### config.mk
export PLATFORM = sky130hd
export DESIGN_NAME = extend_pipe_flat
export DESIGN_NICKNAME = d
export VERILOG_FILES = /design/src/rtl/extend_pipe_if.sv /design/src/rtl/extend_pipe.sv /design/src/flat_wrapper.sv
export SDC_FILE = /design/constraint.sdc
export NUM_CORES = 1
export LEC_CHECK = 0
export ABC_CLOCK_PERIOD_IN_PS = 1700
export BUFFER_PORTS_ARGS = -buffer_cell sky130_fd_sc_hd__buf_4
export CAP_MARGIN = 20
export CELL_PAD_IN_SITES_DETAIL_PLACEMENT = 1
export CELL_PAD_IN_SITES_GLOBAL_PLACEMENT = 1
export CORE_UTILIZATION = 36
export CTS_CLUSTER_DIAMETER = 200
export DETAILED_ROUTE_END_ITERATION = 6
export GPL_TIMING_DRIVEN = 0
export PLACE_DENSITY = 0.81
export SLEW_MARGIN = 20
export SYNTH_ARGS = -nofsm -noshare
export SYNTH_HDL_FRONTEND = slang
export SYNTH_SLANG_ARGS = --single-unit
### constraint.sdc
create_clock -name clk -period 1.7 [get_ports clk]
set_clock_uncertainty 0.05 [all_clocks]
set_input_delay 0.17 -clock clk [delete_from_list [all_inputs] [get_ports clk]]
set_output_delay 0.17 -clock clk [all_outputs]
set_load 0.01 [all_outputs]
### src/rtl/extend_pipe_if.sv
// rtl/extend_pipe_if.sv - handshake bundle for the immediate extension pipe
interface extend_pipe_if #(
    parameter int WIDTH = 32,
    parameter int TAG_W = 5
);
    logic             in_valid;
    logic             in_ready;
    logic [31:0]      instr;
    logic [2:0]       Immsrc;
    logic [TAG_W-1:0] in_tag;
    logic             out_valid;
    logic             out_ready;
    logic [WIDTH-1:0] Immop;
    logic [TAG_W-1:0] out_tag;
    logic             out_err;

    // Pipe side: consumes instructions, produces immediates
    modport slave (
        input  in_valid, instr, Immsrc, in_tag, out_ready,
        output in_ready, out_valid, Immop, out_tag, out_err
    );

    // Producer/consumer side surrounding the pipe
    modport master (
        output in_valid, instr, Immsrc, in_tag, out_ready,
        input  in_ready, out_valid, Immop, out_tag, out_err
    );
endinterface

### src/rtl/extend_pipe.sv
// rtl/extend_pipe.sv - RV32 immediate decode/extend behind a 2-entry skid buffer
module extend_pipe #(
    parameter int WIDTH = 32,
    parameter int TAG_W = 5,
    parameter int ERR_W = 8
) (
    input  logic             clk,
    input  logic             rst_n,
    extend_pipe_if.slave     bus,
    output logic [ERR_W-1:0] err_cnt
);
    localparam logic [1:0] S_EMPTY = 2'd0;
    localparam logic [1:0] S_ONE   = 2'd1;
    localparam logic [1:0] S_FULL  = 2'd2;

    logic [1:0]        state;
    logic [1:0]        state_nxt;
    logic              in_ready_q;
    logic              in_xfer;
    logic              out_xfer;

    logic [WIDTH-1:0]  main_imm;
    logic [TAG_W-1:0]  main_tag;
    logic              main_err;
    logic [WIDTH-1:0]  skid_imm;
    logic [TAG_W-1:0]  skid_tag;
    logic              skid_err;

    logic signed [31:0] raw;
    logic [WIDTH-1:0]   dec_imm;
    logic               dec_err;

    wire [31:0] i = bus.instr;

    assign in_xfer  = bus.in_valid && in_ready_q;
    assign out_xfer = (state != S_EMPTY) && bus.out_ready;

    // Decode to a 32-bit value whose bit 31 is the correct fill bit; zero-extended
    // formats leave bit 31 clear, so a single sign extension to WIDTH covers all cases
    always_comb begin
        raw     = '0;
        dec_err = 1'b0;
        case (bus.Immsrc)
            3'b000:  raw = {{20{i[31]}}, i[31:20]};
            3'b001:  raw = {{20{i[31]}}, i[31:25], i[11:7]};
            3'b010:  raw = {{19{i[31]}}, i[31], i[7], i[30:25], i[11:8], 1'b0};
            3'b011:  raw = {{11{i[31]}}, i[31], i[19:12], i[20], i[30:21], 1'b0};
            3'b100:  raw = {i[31:12], 12'b0};
            3'b101:  raw = {27'b0, i[24:20]};
            3'b110:  raw = {27'b0, i[19:15]};
            default: dec_err = 1'b1;
        endcase
        dec_imm = WIDTH'(raw);
    end

    // Buffer occupancy transitions; FULL never sees an in-transfer since in_ready is low
    always_comb begin
        state_nxt = state;
        case (state)
            S_EMPTY: if (in_xfer) state_nxt = S_ONE;
            S_ONE: begin
                if (in_xfer && !out_xfer)      state_nxt = S_FULL;
                else if (!in_xfer && out_xfer) state_nxt = S_EMPTY;
            end
            S_FULL:  if (out_xfer) state_nxt = S_ONE;
            default: state_nxt = S_EMPTY;
        endcase
    end

    // State and registered in_ready, so upstream never sees a path from out_ready
    always_ff @(posedge clk) begin
        if (!rst_n) begin
            state      <= S_EMPTY;
            in_ready_q <= 1'b1;
        end else begin
            state      <= state_nxt;
            in_ready_q <= (state_nxt != S_FULL);
        end
    end

    // Head register loads new data when it is free or draining, else takes the skid entry
    always_ff @(posedge clk) begin
        if (!rst_n) begin
            main_imm <= '0;
            main_tag <= '0;
            main_err <= 1'b0;
            skid_imm <= '0;
            skid_tag <= '0;
            skid_err <= 1'b0;
        end else begin
            if ((state == S_EMPTY && in_xfer) || (state == S_ONE && in_xfer && out_xfer)) begin
                main_imm <= dec_imm;
                main_tag <= bus.in_tag;
                main_err <= dec_err;
            end else if (state == S_FULL && out_xfer) begin
                main_imm <= skid_imm;
                main_tag <= skid_tag;
                main_err <= skid_err;
            end
            if (state == S_ONE && in_xfer && !out_xfer) begin
                skid_imm <= dec_imm;
                skid_tag <= bus.in_tag;
                skid_err <= dec_err;
            end
        end
    end

    // Saturating count of accepted illegal selects
    always_ff @(posedge clk) begin
        if (!rst_n) begin
            err_cnt <= '0;
        end else if (in_xfer && dec_err && (err_cnt != {ERR_W{1'b1}})) begin
            err_cnt <= err_cnt + 1'b1;
        end
    end

    assign bus.in_ready  = in_ready_q;
    assign bus.out_valid = (state != S_EMPTY);
    assign bus.Immop     = main_imm;
    assign bus.out_tag   = main_tag;
    assign bus.out_err   = main_err;
endmodule

### src/flat_wrapper.sv
// flat-port wrapper written by rule: the top's interface ports become plain ports
module extend_pipe_flat 
#(
    parameter int WIDTH = 32,
    parameter int TAG_W = 5,
    parameter int ERR_W = 8
)
  (clk, rst_n, err_cnt, bus_in_valid, bus_instr, bus_Immsrc, bus_in_tag, bus_out_ready, bus_in_ready, bus_out_valid, bus_Immop, bus_out_tag, bus_out_err);
  extend_pipe_if #(.WIDTH(WIDTH), .TAG_W(TAG_W)) bus_i ();
  input  logic clk;
  input  logic rst_n;
  output logic [ERR_W-1:0] err_cnt;
  input wire logic [$bits(bus_i.in_valid)-1:0] bus_in_valid;
  input wire logic [$bits(bus_i.instr)-1:0] bus_instr;
  input wire logic [$bits(bus_i.Immsrc)-1:0] bus_Immsrc;
  input wire logic [$bits(bus_i.in_tag)-1:0] bus_in_tag;
  input wire logic [$bits(bus_i.out_ready)-1:0] bus_out_ready;
  output wire logic [$bits(bus_i.in_ready)-1:0] bus_in_ready;
  output wire logic [$bits(bus_i.out_valid)-1:0] bus_out_valid;
  output wire logic [$bits(bus_i.Immop)-1:0] bus_Immop;
  output wire logic [$bits(bus_i.out_tag)-1:0] bus_out_tag;
  output wire logic [$bits(bus_i.out_err)-1:0] bus_out_err;
  assign bus_i.in_valid = bus_in_valid;
  assign bus_i.instr = bus_instr;
  assign bus_i.Immsrc = bus_Immsrc;
  assign bus_i.in_tag = bus_in_tag;
  assign bus_i.out_ready = bus_out_ready;
  assign bus_in_ready = bus_i.in_ready;
  assign bus_out_valid = bus_i.out_valid;
  assign bus_Immop = bus_i.Immop;
  assign bus_out_tag = bus_i.out_tag;
  assign bus_out_err = bus_i.out_err;
  extend_pipe #(.WIDTH(WIDTH), .TAG_W(TAG_W), .ERR_W(ERR_W)) u_core (.clk(clk), .rst_n(rst_n), .bus(bus_i), .err_cnt(err_cnt));
endmodule
==> impl_results.html, run 1 <==
<table>
<tr><th>Metric</th><th>Value</th></tr>
<tr><th colspan="2">Setup path</th></tr>
<tr><td>Critical-path cell list</td><td>nand3b_1 &gt; nor2_4 &gt; clkbuf_8 &gt; a21oi_1 &gt; a211oi_1</td></tr>
<tr><td>Worst reg2reg setup slack</td><td>80 ps</td></tr>
<tr><td>Critical path buffer and inverter count</td><td>1</td></tr>
<tr><td>Sort of element at the end of the critical path</td><td>flop</td></tr>
<tr><td>Critical R2R Launch</td><td>u_core.state[1]$_SDFF_PN0_</td></tr>
<tr><td>Largest stage delay on the critical path</td><td>350 ps</td></tr>
<tr><td>Slowest CP cell</td><td>sky130_fd_sc_hd__dfxtp_2</td></tr>
<tr><td>End of the worst register-to-register path</td><td>u_core.bus.Immop[17]$_SDFFE_PN0P_</td></tr>
<tr><td>Reg2reg path depth</td><td>5</td></tr>
<tr><td>Kind of cell adding the most delay to the critical path</td><td>simple AND/OR/NAND/NOR gates</td></tr>
<tr><td>Data arrival time of the worst path</td><td>1820 ps</td></tr>
<tr><td>Worst setup SP type</td><td>flop</td></tr>
<tr><td>Maximum fanout along the worst path</td><td>10</td></tr>
<tr><td>Critical path required time</td><td>1900 ps</td></tr>
<tr><td>Crit Path Category</td><td>reg -&gt; reg</td></tr>
<tr><th colspan="2">Power</th></tr>
<tr><td>Max IR drop VDD</td><td>0.663 mV</td></tr>
<tr><td>Final total power</td><td>4.94 mW</td></tr>
<tr><td>Total power density per cell area</td><td>930 nW/um^2</td></tr>
<tr><td>Leakage Power</td><td>2.11 nW</td></tr>
<tr><th colspan="2">Clock network</th></tr>
<tr><td>Number of CTS-inserted buffers</td><td>9</td></tr>
<tr><td>Reg clk slew, reported paths</td><td>60 ps</td></tr>
<tr><td>Post-CTS Hold Fix Bufs</td><td>0</td></tr>
<tr><td>Level count of the clock H-tree</td><td>3</td></tr>
<tr><td>TritonCTS clock tree</td><td>yes</td></tr>
<tr><td>Clock latency of the later-clocked register in the worst-skew pair</td><td>340 ps</td></tr>
<tr><td>Clock tree sinks</td><td>87</td></tr>
<tr><td>CTS max path bufs</td><td>2</td></tr>
<tr><td>Cell at the root of the clock tree</td><td>sky130_fd_sc_hd__clkbuf_16</td></tr>
<tr><th colspan="2">Timing</th></tr>
<tr><td>Final slew viol count</td><td>0</td></tr>
<tr><td>Slew at the pin with the worst max-slew slack</td><td>667 ps</td></tr>
<tr><td>Slew Limit Headroom</td><td>0.555</td></tr>
<tr><td>RSZ-0062 raised after global routing</td><td>false</td></tr>
<tr><td>Post-route clock period utilization</td><td>0.955</td></tr>
<tr><td>Maximum operating frequency</td><td>0.616 GHz</td></tr>
<tr><td>Period minus WS final</td><td>1620 ps</td></tr>
<tr><td>Setup violations, final</td><td>0</td></tr>
<tr><td>Final Hold Vio Count</td><td>0</td></tr>
<tr><th colspan="2">Global routing</th></tr>
<tr><td>Met1 Use GR</td><td>0.308</td></tr>
<tr><td>GRT overflow</td><td>0</td></tr>
<tr><td>Met2 usage</td><td>0.426</td></tr>
<tr><td>Vias in the first global route</td><td>4,273</td></tr>
<tr><td>Antenna violations before repair</td><td>0</td></tr>
<tr><td>GR Layer Usage met3</td><td>0.0427</td></tr>
<tr><td>Global-route wire length before repair</td><td>22,500 um</td></tr>
<tr><td>Pin count of the biggest net entering global routing</td><td>16</td></tr>
<tr><td>Global-route usage over all layers</td><td>0.247</td></tr>
<tr><td>Most congested layer reported by global routing</td><td>met2</td></tr>
<tr><th colspan="2">Synth</th></tr>
<tr><td>XOR/XNOR Fraction of Synth Area</td><td>0.00813</td></tr>
<tr><td>Register area share after synthesis</td><td>0.419</td></tr>
<tr><td>Post-Synth Simple-Gate Area</td><td>0.260</td></tr>
<tr><td>Count of unique library cells instantiated by Yosys</td><td>56</td></tr>
<tr><td>Area fraction in compound gates after synthesis</td><td>0.214</td></tr>
<tr><td>Count of state elements after synthesis</td><td>87</td></tr>
<tr><td>Share of Yosys cell area claimed by the top area cell type</td><td>0.419</td></tr>
<tr><td>Multiplexer share of the synthesized area</td><td>0.0301</td></tr>
<tr><td>Synthesized netlist net count</td><td>542</td></tr>
<tr><td>Syn avg cell area</td><td>8.36 um^2</td></tr>
<tr><td>Predominant post-synthesis flop cell</td><td>sky130_fd_sc_hd__dfxtp_1</td></tr>
<tr><td>Combinational family with the most area after synthesis</td><td>simple AND/OR/NAND/NOR gates</td></tr>
<tr><td>Netlist area before placement</td><td>4150 um^2</td></tr>
<tr><td>Number of warnings reported in the yosys synthesis log</td><td>0</td></tr>
<tr><td>EDFF count, synth</td><td>0</td></tr>
<tr><td>Ys async rst share</td><td>0</td></tr>
<tr><td>Cells after synthesis</td><td>497</td></tr>
<tr><td>Cell type with the highest aggregate area in the netlist</td><td>sky130_fd_sc_hd__dfxtp_1</td></tr>
<tr><td>Adder-cell share of the synthesized area</td><td>0.00301</td></tr>
<tr><td>Most area-consuming cells after synthesis</td><td>sky130_fd_sc_hd__dfxtp_1 42%, sky130_fd_sc_hd__nand2_1 7.9%, sky130_fd_sc_hd__a21oi_1 7.0%, sky130_fd_sc_hd__nor2_1 4.7%, sky130_fd_sc_hd__a211oi_1 4.0%</td></tr>
<tr><th colspan="2">Placement</th></tr>
<tr><td>Final HPWL from detailed placement</td><td>10,100 um</td></tr>
<tr><td>Weighted congestion reported at the end of routability-driven placement</td><td>0.812</td></tr>
<tr><td>Dpl cell area</td><td>4960 um^2</td></tr>
<tr><td>Number of buffers inserted by port buffering</td><td>84</td></tr>
<tr><th colspan="2">Detailed routing</th></tr>
<tr><td>Violation count after the first detailed-route iteration</td><td>258</td></tr>
<tr><td>DRC violations left</td><td>0</td></tr>
<tr><td>First-pass detailed-route iteration total</td><td>4</td></tr>
<tr><td>Vias post-DR</td><td>4,155</td></tr>
<tr><td>Vias per std cell</td><td>5.63</td></tr>
<tr><td>Post-detailed-route wirelength per cell</td><td>19.2 um</td></tr>
<tr><td>Number of nets with antenna violations after detailed routing</td><td>0</td></tr>
<tr><td>Wire length reported by the detailed router</td><td>14,200 um</td></tr>
<tr><th colspan="2">Floorplanning</th></tr>
<tr><td>Horizontal die dimension</td><td>109 um</td></tr>
<tr><td>Area of the die</td><td>12,000 um^2</td></tr>
<tr><td>Core Area</td><td>11,000 um^2</td></tr>
<tr><td>Chip height</td><td>109 um</td></tr>
<tr><td>Row Count</td><td>38</td></tr>
<tr><td>I/O pin total</td><td>92</td></tr>
<tr><td>Initial core utilization</td><td>0.377</td></tr>
<tr><th colspan="2">Final layout</th></tr>
<tr><td>Ratio of cells with drive above 1 in the final layout</td><td>0.261</td></tr>
<tr><td>Filler Cells Inserted</td><td>1,324</td></tr>
<tr><td>Finished layout cell area</td><td>5310 um^2</td></tr>
<tr><td>Area taken by multi-input logic gates</td><td>2180 um^2</td></tr>
<tr><td>Number of nets in the finished design</td><td>638</td></tr>
<tr><td>Layout Utilization</td><td>0.482</td></tr>
<tr><td>Inserted Diodes</td><td>0</td></tr>
<tr><td>Leading cell types in the layout, fill and taps excluded</td><td>90 x sky130_fd_sc_hd__buf_4, 86 x sky130_fd_sc_hd__nand2_1, 85 x sky130_fd_sc_hd__dfxtp_1</td></tr>
<tr><td>Most common cell after layout, fill and taps aside</td><td>sky130_fd_sc_hd__buf_4</td></tr>
<tr><td>Storage cell area</td><td>1740 um^2</td></tr>
<tr><td>Area delta synth-&gt;final</td><td>27.9%</td></tr>
<tr><th colspan="2">Worst hold path</th></tr>
<tr><td>Worst min-delay path endpoint</td><td>u_core.skid_tag[4]$_SDFFE_PN0P_</td></tr>
<tr><td>Worst hold path depth</td><td>3</td></tr>
<tr><td>Startpoint of the worst hold path</td><td>bus_in_tag[4]</td></tr>
<tr><td>Path class of the lowest-slack min-delay path</td><td>in -&gt; reg</td></tr>
<tr><th colspan="2">Job</th></tr>
<tr><td>Max capacitance violation total</td><td>0</td></tr>
<tr><th colspan="2">Status</th></tr>
<tr><td>Run status</td><td>completed</td></tr>
</table>
[power breakdown]
part / total, mW / leakage, nW / switching (mW) / internal [mW]
sequential: 2.23 / 0.711 / 0.0746 / 2.15
combinational: 0.858 / 1.28 / 0.480 / 0.378
clock: 1.86 / 0.124 / 0.866 / 0.990
total: 4.94 / 2.11 / 1.42 / 3.52
[cell usage after synthesis, types with 2 or more instances]
| cell type | instances |
|---|---|
| sky130_fd_sc_hd__buf_2 | 12 |
| sky130_fd_sc_hd__and3b_1 | 2 |
| sky130_fd_sc_hd__nand2_1 | 87 |
| sky130_fd_sc_hd__nor2_1 | 52 |
| sky130_fd_sc_hd__a211oi_1 | 22 |
| sky130_fd_sc_hd__nor2b_1 | 5 |
| sky130_fd_sc_hd__or3_1 | 3 |
| sky130_fd_sc_hd__mux2_1 | 4 |
| sky130_fd_sc_hd__nand3_1 | 8 |
| sky130_fd_sc_hd__or4_1 | 3 |
| sky130_fd_sc_hd__dfxtp_1 | 87 |
| sky130_fd_sc_hd__nand2b_1 | 5 |
| sky130_fd_sc_hd__buf_6 | 2 |
| sky130_fd_sc_hd__buf_4 | 3 |
| sky130_fd_sc_hd__clkbuf_8 | 6 |
| sky130_fd_sc_hd__nand4b_1 | 9 |
| sky130_fd_sc_hd__or4bb_1 | 2 |
| sky130_fd_sc_hd__a221oi_1 | 4 |
| sky130_fd_sc_hd__o21ai_0 | 21 |
| sky130_fd_sc_hd__a311oi_1 | 11 |
| sky130_fd_sc_hd__nand4_1 | 9 |
| sky130_fd_sc_hd__o31ai_1 | 3 |
| sky130_fd_sc_hd__and3_1 | 4 |
| sky130_fd_sc_hd__clkbuf_1 | 18 |
| sky130_fd_sc_hd__xor2_1 | 2 |
| sky130_fd_sc_hd__nand3b_1 | 6 |
| sky130_fd_sc_hd__a2bb2oi_1 | 4 |
| sky130_fd_sc_hd__or2_2 | 2 |
| sky130_fd_sc_hd__a21oi_1 | 58 |
| sky130_fd_sc_hd__or3b_2 | 2 |
| sky130_fd_sc_hd__nand4bb_1 | 5 |
| sky130_fd_sc_hd__a22oi_1 | 5 |
| sky130_fd_sc_hd__mux2i_1 | 8 |
[area by class of cell]
type / count / area share
multi-input cells: 365 / 0.411
well taps: 140 / 0.0330
plain buffers: 42 / 0.0542
clock buffers: 9 / 0.0424
repair buffers: 85 / 0.120
clock inverters: 7 / 0.00919
flip-flops and latches: 87 / 0.328
inverters: 3 / 0.00212
[per-layer routing]
metal	up-vias	share of wire
met2	105	0.49
met5	-	0
li1	1971	-
met3	23	0.041
met1	2056	0.45
met4	0	0.022
[how the worst max path moves through the flow]
| stage | startpoint | endpoint | cells past startpoint |
|---|---|---|---|
| floorplan | u_core.err_cnt[0]$_SDFFE_PN0P_ | u_core.err_cnt[5]$_SDFFE_PN0P_ | 5 |
| global placement | u_core.state[1]$_SDFF_PN0_ | u_core.skid_err$_SDFFE_PN0P_ | 5 |
| detailed placement | u_core.state[1]$_SDFF_PN0_ | u_core.skid_tag[3]$_SDFFE_PN0P_ | 5 |
| CTS | u_core.state[0]$_SDFF_PN0_ | u_core.bus.Immop[29]$_SDFFE_PN0P_ | 5 |
| global route | u_core.state[1]$_SDFF_PN0_ | u_core.bus.Immop[31]$_SDFFE_PN0P_ | 6 |
| finish | u_core.state[1]$_SDFF_PN0_ | u_core.bus.Immop[17]$_SDFFE_PN0P_ | 5 |
[registers in the layout, indices dropped and copies added (netlist names)]
register / cells
u_core.bus.Immop: 32
u_core.err_cnt: 8
u_core.bus.out_err: 1
u_core.skid_err: 1
u_core.skid_tag: 5
u_core.bus.out_tag: 5
u_core.skid_imm: 32
u_core.bus.in_ready: 1
u_core.state: 2
[timing repair]
item,4_1_cts,5_1_grt
hold endpoints to repair,0,0
gates resized for setup,12,18
setup buffers,0,1
pin swaps,0,1
setup endpoints to repair,53,44
[per-stage QoR]
step	hold slack, ps	setup WS, ps	setup TNS [ps]	std cells
3_5_place_dp	395	-168	-3860	721
5_1_grt	58.4	0.222	0	738
4_1_cts	32.0	1.34	0	737
3_3_place_gp	382	-81.7	-1600	721
2_1_floorplan	244	11.0	0	497
6_report	38.6	77.3	0	738
[cells by family (layout without fill, tap and decap cells)]
logic type	count (synthesis)	after routing
adders and majority gates	1	1
muxes	12	12
AOI/OAI and AO/OA	137	137
buffers and inverters	45	146
and+or+nand+nor	212	212
DFF	87	87
xor gates and xnor gates	3	3
[worst reg2reg max path, stage by stage (launching register included)]
cell                       delay, ps
sky130_fd_sc_hd__dfxtp_2         350
sky130_fd_sc_hd__nand3b_1        310
sky130_fd_sc_hd__nor2_4          270
sky130_fd_sc_hd__clkbuf_8        230
sky130_fd_sc_hd__a21oi_1          60
sky130_fd_sc_hd__a211oi_1        260
Note: power is estimated with default switching activity, not from simulation.
==> inputs of run 2 (changes only) <==
- ABC_CLOCK_PERIOD_IN_PS: 1700 -> 1800
- CORE_UTILIZATION: 36 -> 40
- PLACE_DENSITY: 0.81 -> 0.85
- clock period: 1.7 -> 1.8 ns (I/O delays scaled with it)
==> run 2 against run 1 <==
Against the previous run:
- first-iteration DRC count decreased by 20%
- die area shrank 9.8%
- count of clock-buffer cells in the layout increased by 3
- cell area down 2.6%
- combinational power shrank 6.5%
- flip-flop and latch count did not move
- setup slack gained 26 ps
- global-route usage is 2.0 points higher
- via count up 0.87%
- fmax fell by 4.3%
- sequential share of layout area increased by 0.86 points
- power decreased by 14%
==> impl_results.html, run 2 (synthesis gave the netlist of run 1 again) <==
<table>
<tr><th>Metric</th><th>Value</th></tr>
<tr><th colspan="2">Power</th></tr>
<tr><td>Proportion of power drawn by combinational gates</td><td>0.189</td></tr>
<tr><td>Cell-internal power</td><td>2.96 mW</td></tr>
<tr><td>Max IR drop VDD</td><td>0.346 mV</td></tr>
<tr><td>Total power density per cell area</td><td>820 nW/um^2</td></tr>
<tr><td>Fraction of power spent switching nets</td><td>0.301</td></tr>
<tr><td>Seq pwr share</td><td>0.496</td></tr>
<tr><td>Switching power total</td><td>1.28 mW</td></tr>
<tr><td>Fraction of power consumed by the clock network</td><td>0.315</td></tr>
<tr><td>Leakage Power</td><td>2.07 nW</td></tr>
<tr><th colspan="2">Clock network</th></tr>
<tr><td>Cell at the root of the clock tree</td><td>sky130_fd_sc_hd__clkbuf_8</td></tr>
<tr><td>Post-CTS Hold Fix Bufs</td><td>0</td></tr>
<tr><td>Setup Fix Bufs, Post-CTS</td><td>0</td></tr>
<tr><td>Reg clk slew, reported paths</td><td>90 ps</td></tr>
<tr><td>TritonCTS clock tree</td><td>yes</td></tr>
<tr><td>Number of CTS-inserted buffers</td><td>9</td></tr>
<tr><td>Clock latency of the later-clocked register in the worst-skew pair</td><td>370 ps</td></tr>
<tr><td>CTS max path bufs</td><td>2</td></tr>
<tr><td>Post_cts resized</td><td>3</td></tr>
<tr><td>Clock tree sinks</td><td>87</td></tr>
<tr><td>Level count of the clock H-tree</td><td>3</td></tr>
<tr><th colspan="2">Setup path</th></tr>
<tr><td>Worst setup SP type</td><td>flop</td></tr>
<tr><td>Crit path from</td><td>u_core.state[1]$_SDFF_PN0_</td></tr>
<tr><td>Kind of cell adding the most delay to the critical path</td><td>simple AND/OR/NAND/NOR gates</td></tr>
<tr><td>Critical R2R Launch</td><td>u_core.state[1]$_SDFF_PN0_</td></tr>
<tr><td>Largest stage delay on the critical path</td><td>360 ps</td></tr>
<tr><td>Critical path buffer and inverter count</td><td>1</td></tr>
<tr><td>Total number of cells along the worst setup path</td><td>5</td></tr>
<tr><td>Slowest CP cell</td><td>sky130_fd_sc_hd__dfxtp_2</td></tr>
<tr><td>Worst reg2reg setup slack</td><td>100 ps</td></tr>
<tr><td>Data arrival time of the worst path</td><td>1950 ps</td></tr>
<tr><td>Reg2reg path depth</td><td>5</td></tr>
<tr><td>Critical path required time</td><td>2050 ps</td></tr>
<tr><td>Sort of element at the end of the critical path</td><td>flop</td></tr>
<tr><td>Critical-path cell list</td><td>nand3b_1 &gt; nor2_2 &gt; clkbuf_2 &gt; o21ai_0 &gt; nor2_1</td></tr>
<tr><td>Maximum fanout along the worst path</td><td>10</td></tr>
<tr><td>Crit Path Category</td><td>reg -&gt; reg</td></tr>
<tr><th colspan="2">Floorplanning</th></tr>
<tr><td>Initial core utilization</td><td>0.419</td></tr>
<tr><td>Core Area</td><td>9910 um^2</td></tr>
<tr><td>Horizontal die dimension</td><td>104 um</td></tr>
<tr><td>I/O pin total</td><td>92</td></tr>
<tr><td>Chip height</td><td>104 um</td></tr>
<tr><td>Area of the die</td><td>10,800 um^2</td></tr>
<tr><td>Row Count</td><td>36</td></tr>
<tr><th colspan="2">Global routing</th></tr>
<tr><td>GRT overflow</td><td>0</td></tr>
<tr><td>Global-route wire length before repair</td><td>22,900 um</td></tr>
<tr><td>Global-route usage over all layers</td><td>0.267</td></tr>
<tr><td>Pin count of the biggest net entering global routing</td><td>15</td></tr>
<tr><td>Antenna violations before repair</td><td>0</td></tr>
<tr><td>Vias in the first global route</td><td>4,306</td></tr>
<tr><th colspan="2">Detailed routing</th></tr>
<tr><td>Violation count after the first detailed-route iteration</td><td>206</td></tr>
<tr><td>Wire length reported by the detailed router</td><td>14,200 um</td></tr>
<tr><td>Vias post-DR</td><td>4,191</td></tr>
<tr><td>Vias per std cell</td><td>5.74</td></tr>
<tr><td>DRC violations left</td><td>0</td></tr>
<tr><td>Post-detailed-route wirelength per cell</td><td>19.4 um</td></tr>
<tr><td>First-pass detailed-route iteration total</td><td>4</td></tr>
<tr><td>Number of nets with antenna violations after detailed routing</td><td>0</td></tr>
<tr><th colspan="2">Job</th></tr>
<tr><td>Max capacitance violation total</td><td>0</td></tr>
<tr><th colspan="2">Status</th></tr>
<tr><td>Run status</td><td>completed</td></tr>
<tr><th colspan="2">Timing</th></tr>
<tr><td>Period minus WS final</td><td>1700 ps</td></tr>
<tr><td>Total negative slack for setup checks</td><td>0 ps</td></tr>
<tr><td>Maximum operating frequency</td><td>0.590 GHz</td></tr>
<tr><td>RSZ-0062 raised after global routing</td><td>true</td></tr>
<tr><td>Slew at the pin with the worst max-slew slack</td><td>707 ps</td></tr>
<tr><td>Post-route clock period utilization</td><td>0.942</td></tr>
<tr><td>Slew Limit Headroom</td><td>0.528</td></tr>
<tr><td>Setup violations, final</td><td>0</td></tr>
<tr><td>Final Hold Vio Count</td><td>0</td></tr>
<tr><td>Final slew viol count</td><td>0</td></tr>
<tr><th colspan="2">Final layout</th></tr>
<tr><td>Final Non-Filler Cells</td><td>730</td></tr>
<tr><td>Most common cell after layout, fill and taps aside</td><td>sky130_fd_sc_hd__buf_4</td></tr>
<tr><td>Ratio of cells with drive above 1 in the final layout</td><td>0.246</td></tr>
<tr><td>Number of nets in the finished design</td><td>637</td></tr>
<tr><td>Leading cell types in the layout, fill and taps excluded</td><td>88 x sky130_fd_sc_hd__buf_4, 87 x sky130_fd_sc_hd__nand2_1, 86 x sky130_fd_sc_hd__dfxtp_1</td></tr>
<tr><td>Filler Cells Inserted</td><td>1,214</td></tr>
<tr><td>Area delta synth-&gt;final</td><td>24.5%</td></tr>
<tr><td>Inserted Diodes</td><td>0</td></tr>
<tr><th colspan="2">Placement</th></tr>
<tr><td>Weighted congestion reported at the end of routability-driven placement</td><td>0.846</td></tr>
<tr><td>Final HPWL from detailed placement</td><td>10,100 um</td></tr>
<tr><td>Number of buffers inserted by port buffering</td><td>84</td></tr>
<tr><td>Number of placed instances, taps included</td><td>714</td></tr>
<tr><th colspan="2">Worst hold path</th></tr>
<tr><td>Path class of the lowest-slack min-delay path</td><td>in -&gt; reg</td></tr>
<tr><td>Worst hold path depth</td><td>3</td></tr>
<tr><td>Startpoint of the worst hold path</td><td>bus_in_tag[4]</td></tr>
</table>
[run 2: power groups by stage]
stage	clock network, mW	logic (mW)	registers (mW)
after floorplan	0	0.406	2.16
after global placement	0	0.752	2.14
after detailed placement	0	0.783	2.14
after CTS	1.33	0.791	2.10
after global routing	1.43	0.868	2.11
final	1.34	0.802	2.10
[run 2: routing by layer]
metal  up-vias  part of all wire  GRT usage
met5         -                 0          0
met4         0             0.022     0.0959
met3        24             0.053     0.0376
met2       113              0.49      0.454
met1      2084              0.44      0.345
li1       1970                 -          -
[run 2: per-stage QoR]
stage / setup slack, ps / power, mW / instance area, um^2 / util / hold WS (ps)
after floorplan: 111 / 2.57 / 4150 / - / 254
after detailed placement: -56.8 / 2.93 / 4950 / 0.500 / 399
after CTS: 5.09 / 4.22 / 5140 / 0.519 / 12.3
after global placement: 43.7 / 2.89 / 4950 / 0.500 / 391
final: 104 / 4.24 / 5170 / 0.522 / 13.5
after global routing: -16.8 / 4.41 / 5170 / 0.522 / 14.3
[run 2: final cells by class]
cell class,instances,area (um^2),area share
inverters,3,11.3,0.00218
plain buffers,42,279,0.0539
flip-flops and latches,87,1740,0.337
clock buffers,12,155,0.0300
repair buffers,84,631,0.122
well taps,133,166,0.0322
multi-input cells,365,2160,0.417
clock inverters,4,30.0,0.00581
[run 2: final timing paths]
| kind | end |
|---|---|
| max | u_core.skid_imm[14]$_SDFFE_PN0P_ |
| min | u_core.skid_tag[4]$_SDFFE_PN0P_ |
| min reg2reg | u_core.bus.Immop[20]$_SDFFE_PN0P_ |
| max reg2reg | u_core.skid_imm[14]$_SDFFE_PN0P_ |
[run 2: tightest hold or removal path, stage by stage]
cell	delay, ps
sky130_fd_sc_hd__buf_4	110
sky130_fd_sc_hd__nand2_1	50
sky130_fd_sc_hd__a21oi_1	50
==> inputs of run 3 (changes only) <==
- BUFFER_PORTS_ARGS: -buffer_cell sky130_fd_sc_hd__buf_4 -> default
- CORE_UTILIZATION: 40 -> 46
- DONT_BUFFER_PORTS: default -> 1
- PLACE_DENSITY: 0.85 -> 0.83
==> run 3 against run 2 <==
Against the previous run:
- hold slack gained 4.2 ps
- critical path type unchanged
- setup slack lost 6.7 ps
- sequential power grew 2%
- largest cell class unchanged
- critical path depth is the same
==> impl_results.html, run 3 (synthesis gave the netlist of run 1 again) <==
<table>
<tr><th>Metric</th><th>Value</th></tr>
<tr><th colspan="2">Floorplanning</th></tr>
<tr><td>I/O pin total</td><td>92</td></tr>
<tr><td>Row Count</td><td>34</td></tr>
<tr><td>Horizontal die dimension</td><td>97.0 um</td></tr>
<tr><td>Core Area</td><td>8720 um^2</td></tr>
<tr><td>Initial core utilization</td><td>0.476</td></tr>
<tr><td>Area of the die</td><td>9410 um^2</td></tr>
<tr><td>Chip height</td><td>97.0 um</td></tr>
<tr><th colspan="2">Final layout</th></tr>
<tr><td>Number of nets in the finished design</td><td>565</td></tr>
<tr><td>Finished layout cell area</td><td>4650 um^2</td></tr>
<tr><td>Ratio of cells with drive above 1 in the final layout</td><td>0.131</td></tr>
<tr><td>Most common cell after layout, fill and taps aside</td><td>sky130_fd_sc_hd__nand2_1</td></tr>
<tr><td>Leading cell types in the layout, fill and taps excluded</td><td>87 x sky130_fd_sc_hd__nand2_1, 83 x sky130_fd_sc_hd__dfxtp_1, 58 x sky130_fd_sc_hd__a21oi_1</td></tr>
<tr><td>Area taken by multi-input logic gates</td><td>2160 um^2</td></tr>
<tr><td>Area delta synth-&gt;final</td><td>12.0%</td></tr>
<tr><td>Storage cell area</td><td>1750 um^2</td></tr>
<tr><td>Filler Cells Inserted</td><td>1,033</td></tr>
<tr><th colspan="2">Detailed routing</th></tr>
<tr><td>DRC violations left</td><td>0</td></tr>
<tr><td>First-pass detailed-route iteration total</td><td>4</td></tr>
<tr><td>Wire length reported by the detailed router</td><td>13,400 um</td></tr>
<tr><td>Vias per std cell</td><td>6.22</td></tr>
<tr><td>Violation count after the first detailed-route iteration</td><td>181</td></tr>
<tr><td>Vias post-DR</td><td>3,942</td></tr>
<tr><td>Post-detailed-route wirelength per cell</td><td>21.1 um</td></tr>
<tr><td>Number of nets with antenna violations after detailed routing</td><td>0</td></tr>
<tr><th colspan="2">Timing</th></tr>
<tr><td>Final slew viol count</td><td>0</td></tr>
<tr><td>Setup violations, final</td><td>0</td></tr>
<tr><td>Final Hold Vio Count</td><td>0</td></tr>
<tr><td>RSZ-0062 raised after global routing</td><td>false</td></tr>
<tr><td>Slew at the pin with the worst max-slew slack</td><td>601 ps</td></tr>
<tr><td>Maximum operating frequency</td><td>0.587 GHz</td></tr>
<tr><td>Period minus WS final</td><td>1700 ps</td></tr>
<tr><td>Post-route clock period utilization</td><td>0.946</td></tr>
<tr><td>Slew Limit Headroom</td><td>0.600</td></tr>
<tr><th colspan="2">Power</th></tr>
<tr><td>Switching power total</td><td>1.23 mW</td></tr>
<tr><td>Fraction of power spent switching nets</td><td>0.294</td></tr>
<tr><td>Proportion of power drawn by combinational gates</td><td>0.139</td></tr>
<tr><td>Cell-internal power</td><td>2.95 mW</td></tr>
<tr><td>Fraction of power consumed by the clock network</td><td>0.349</td></tr>
<tr><td>Final total power</td><td>4.18 mW</td></tr>
<tr><td>Leakage Power</td><td>1.71 nW</td></tr>
<tr><td>Max IR drop VDD</td><td>0.535 mV</td></tr>
<tr><td>Seq pwr share</td><td>0.512</td></tr>
<tr><td>Total power density per cell area</td><td>898 nW/um^2</td></tr>
<tr><th colspan="2">Global routing</th></tr>
<tr><td>Global-route usage over all layers</td><td>0.288</td></tr>
<tr><td>Global-route wire length before repair</td><td>21,400 um</td></tr>
<tr><td>Vias in the first global route</td><td>4,071</td></tr>
<tr><td>Pin count of the biggest net entering global routing</td><td>16</td></tr>
<tr><td>GRT overflow</td><td>0</td></tr>
<tr><td>Antenna violations before repair</td><td>0</td></tr>
<tr><th colspan="2">Setup path</th></tr>
<tr><td>Maximum fanout along the worst path</td><td>10</td></tr>
<tr><td>Slowest CP cell</td><td>sky130_fd_sc_hd__dfxtp_1</td></tr>
<tr><td>Crit Path Category</td><td>reg -&gt; reg</td></tr>
<tr><td>Largest stage delay on the critical path</td><td>450 ps</td></tr>
<tr><td>Kind of cell adding the most delay to the critical path</td><td>buffers and inverters</td></tr>
<tr><td>Worst setup SP type</td><td>flop</td></tr>
<tr><td>Sort of element at the end of the critical path</td><td>flop</td></tr>
<tr><td>Critical path buffer and inverter count</td><td>2</td></tr>
<tr><td>Critical path required time</td><td>2010 ps</td></tr>
<tr><td>Data arrival time of the worst path</td><td>1920 ps</td></tr>
<tr><td>Critical-path cell list</td><td>nand3b_1 &gt; buf_2 &gt; clkbuf_8 &gt; nand2_1 &gt; a221oi_1</td></tr>
<tr><th colspan="2">Clock network</th></tr>
<tr><td>CTS max path bufs</td><td>2</td></tr>
<tr><td>Cell at the root of the clock tree</td><td>sky130_fd_sc_hd__clkbuf_8</td></tr>
<tr><td>Reg clk slew, reported paths</td><td>100 ps</td></tr>
<tr><td>Clock latency of the later-clocked register in the worst-skew pair</td><td>370 ps</td></tr>
<tr><td>Clock tree sinks</td><td>87</td></tr>
<tr><td>Number of CTS-inserted buffers</td><td>9</td></tr>
<tr><td>Level count of the clock H-tree</td><td>3</td></tr>
<tr><td>TritonCTS clock tree</td><td>yes</td></tr>
<tr><th colspan="2">Placement</th></tr>
<tr><td>Dpl cell area</td><td>4290 um^2</td></tr>
<tr><td>Number of buffers inserted by port buffering</td><td>0</td></tr>
<tr><td>Weighted congestion reported at the end of routability-driven placement</td><td>0.802</td></tr>
<tr><td>Final HPWL from detailed placement</td><td>9350 um</td></tr>
<tr><th colspan="2">Worst hold path</th></tr>
<tr><td>Path class of the lowest-slack min-delay path</td><td>in -&gt; reg</td></tr>
<tr><th colspan="2">Job</th></tr>
<tr><td>Max capacitance violation total</td><td>0</td></tr>
<tr><th colspan="2">Status</th></tr>
<tr><td>Run status</td><td>completed</td></tr>
</table>
==> run 3: stage by stage <==
step | setup slack (ps) | hold WS [ps] | cells | util | setup TNS (ps)
after detailed placement | -66.5 | 267 | 605 | 0.492 | -411
after global routing | 13.9 | 45.6 | 633 | 0.533 | 0
final | 97.0 | 17.7 | 634 | 0.534 | 0
after global placement | -5.59 | 266 | 605 | 0.492 | -5.59
after CTS | 7.94 | 23.4 | 632 | 0.529 | 0
after floorplan | 111 | 254 | 497 | - | 0
==> run 3: final cells by class <==
cell class | count | area share
multi-input cells | 365 | 0.464
clock buffers | 10 | 0.0296
diodes | 1 | 0.000538
well taps | 108 | 0.0290
clock inverters | 6 | 0.0148
flip-flops and latches | 87 | 0.375
inverters | 3 | 0.00242
plain buffers | 42 | 0.0591
repair buffers | 12 | 0.0253
==> run 3: path summary, 6_finish.rpt <==
kind / startpoint / end / slack (ps) / cells past startpoint
max: u_core.state[0]$_SDFF_PN0_ / u_core.bus.Immop[4]$_SDFFE_PN0P_ / 100 / 5
min: bus_instr[26] / u_core.skid_imm[26]$_SDFFE_PN0P_ / 20 / 2
max reg2reg: u_core.state[0]$_SDFF_PN0_ / u_core.bus.Immop[4]$_SDFFE_PN0P_ / 100 / 5
min reg2reg: u_core.skid_imm[6]$_SDFFE_PN0P_ / u_core.bus.Immop[6]$_SDFFE_PN0P_ / 410 / 2
==> run 3: repair_timing <==
action,in CTS,in global routing
cloned,0,0
hold buffers,11,0
gates resized for setup,5,16
buffers inserted,0,1
hold endpoints to repair,24,0
setup endpoints to repair,17,64
==> run 3: routing by layer <==
layer | GRT usage | part of all wire | vias up
met5 | 0 | 0 | -
met4 | 0.118 | 0.026 | 0
met3 | 0.0585 | 0.064 | 28
met2 | 0.492 | 0.49 | 126
met1 | 0.351 | 0.42 | 1957
li1 | - | - | 1831
==> run 3: power groups by stage <==
stage / registers (mW) / logic [mW] / clock network, mW
3_5_place_dp: 2.19 / 0.535 / 0
2_1_floorplan: 2.16 / 0.406 / 0
5_1_grt: 2.15 / 0.636 / 1.54
4_1_cts: 2.14 / 0.568 / 1.45
6_report: 2.14 / 0.582 / 1.46
3_3_place_gp: 2.18 / 0.517 / 0
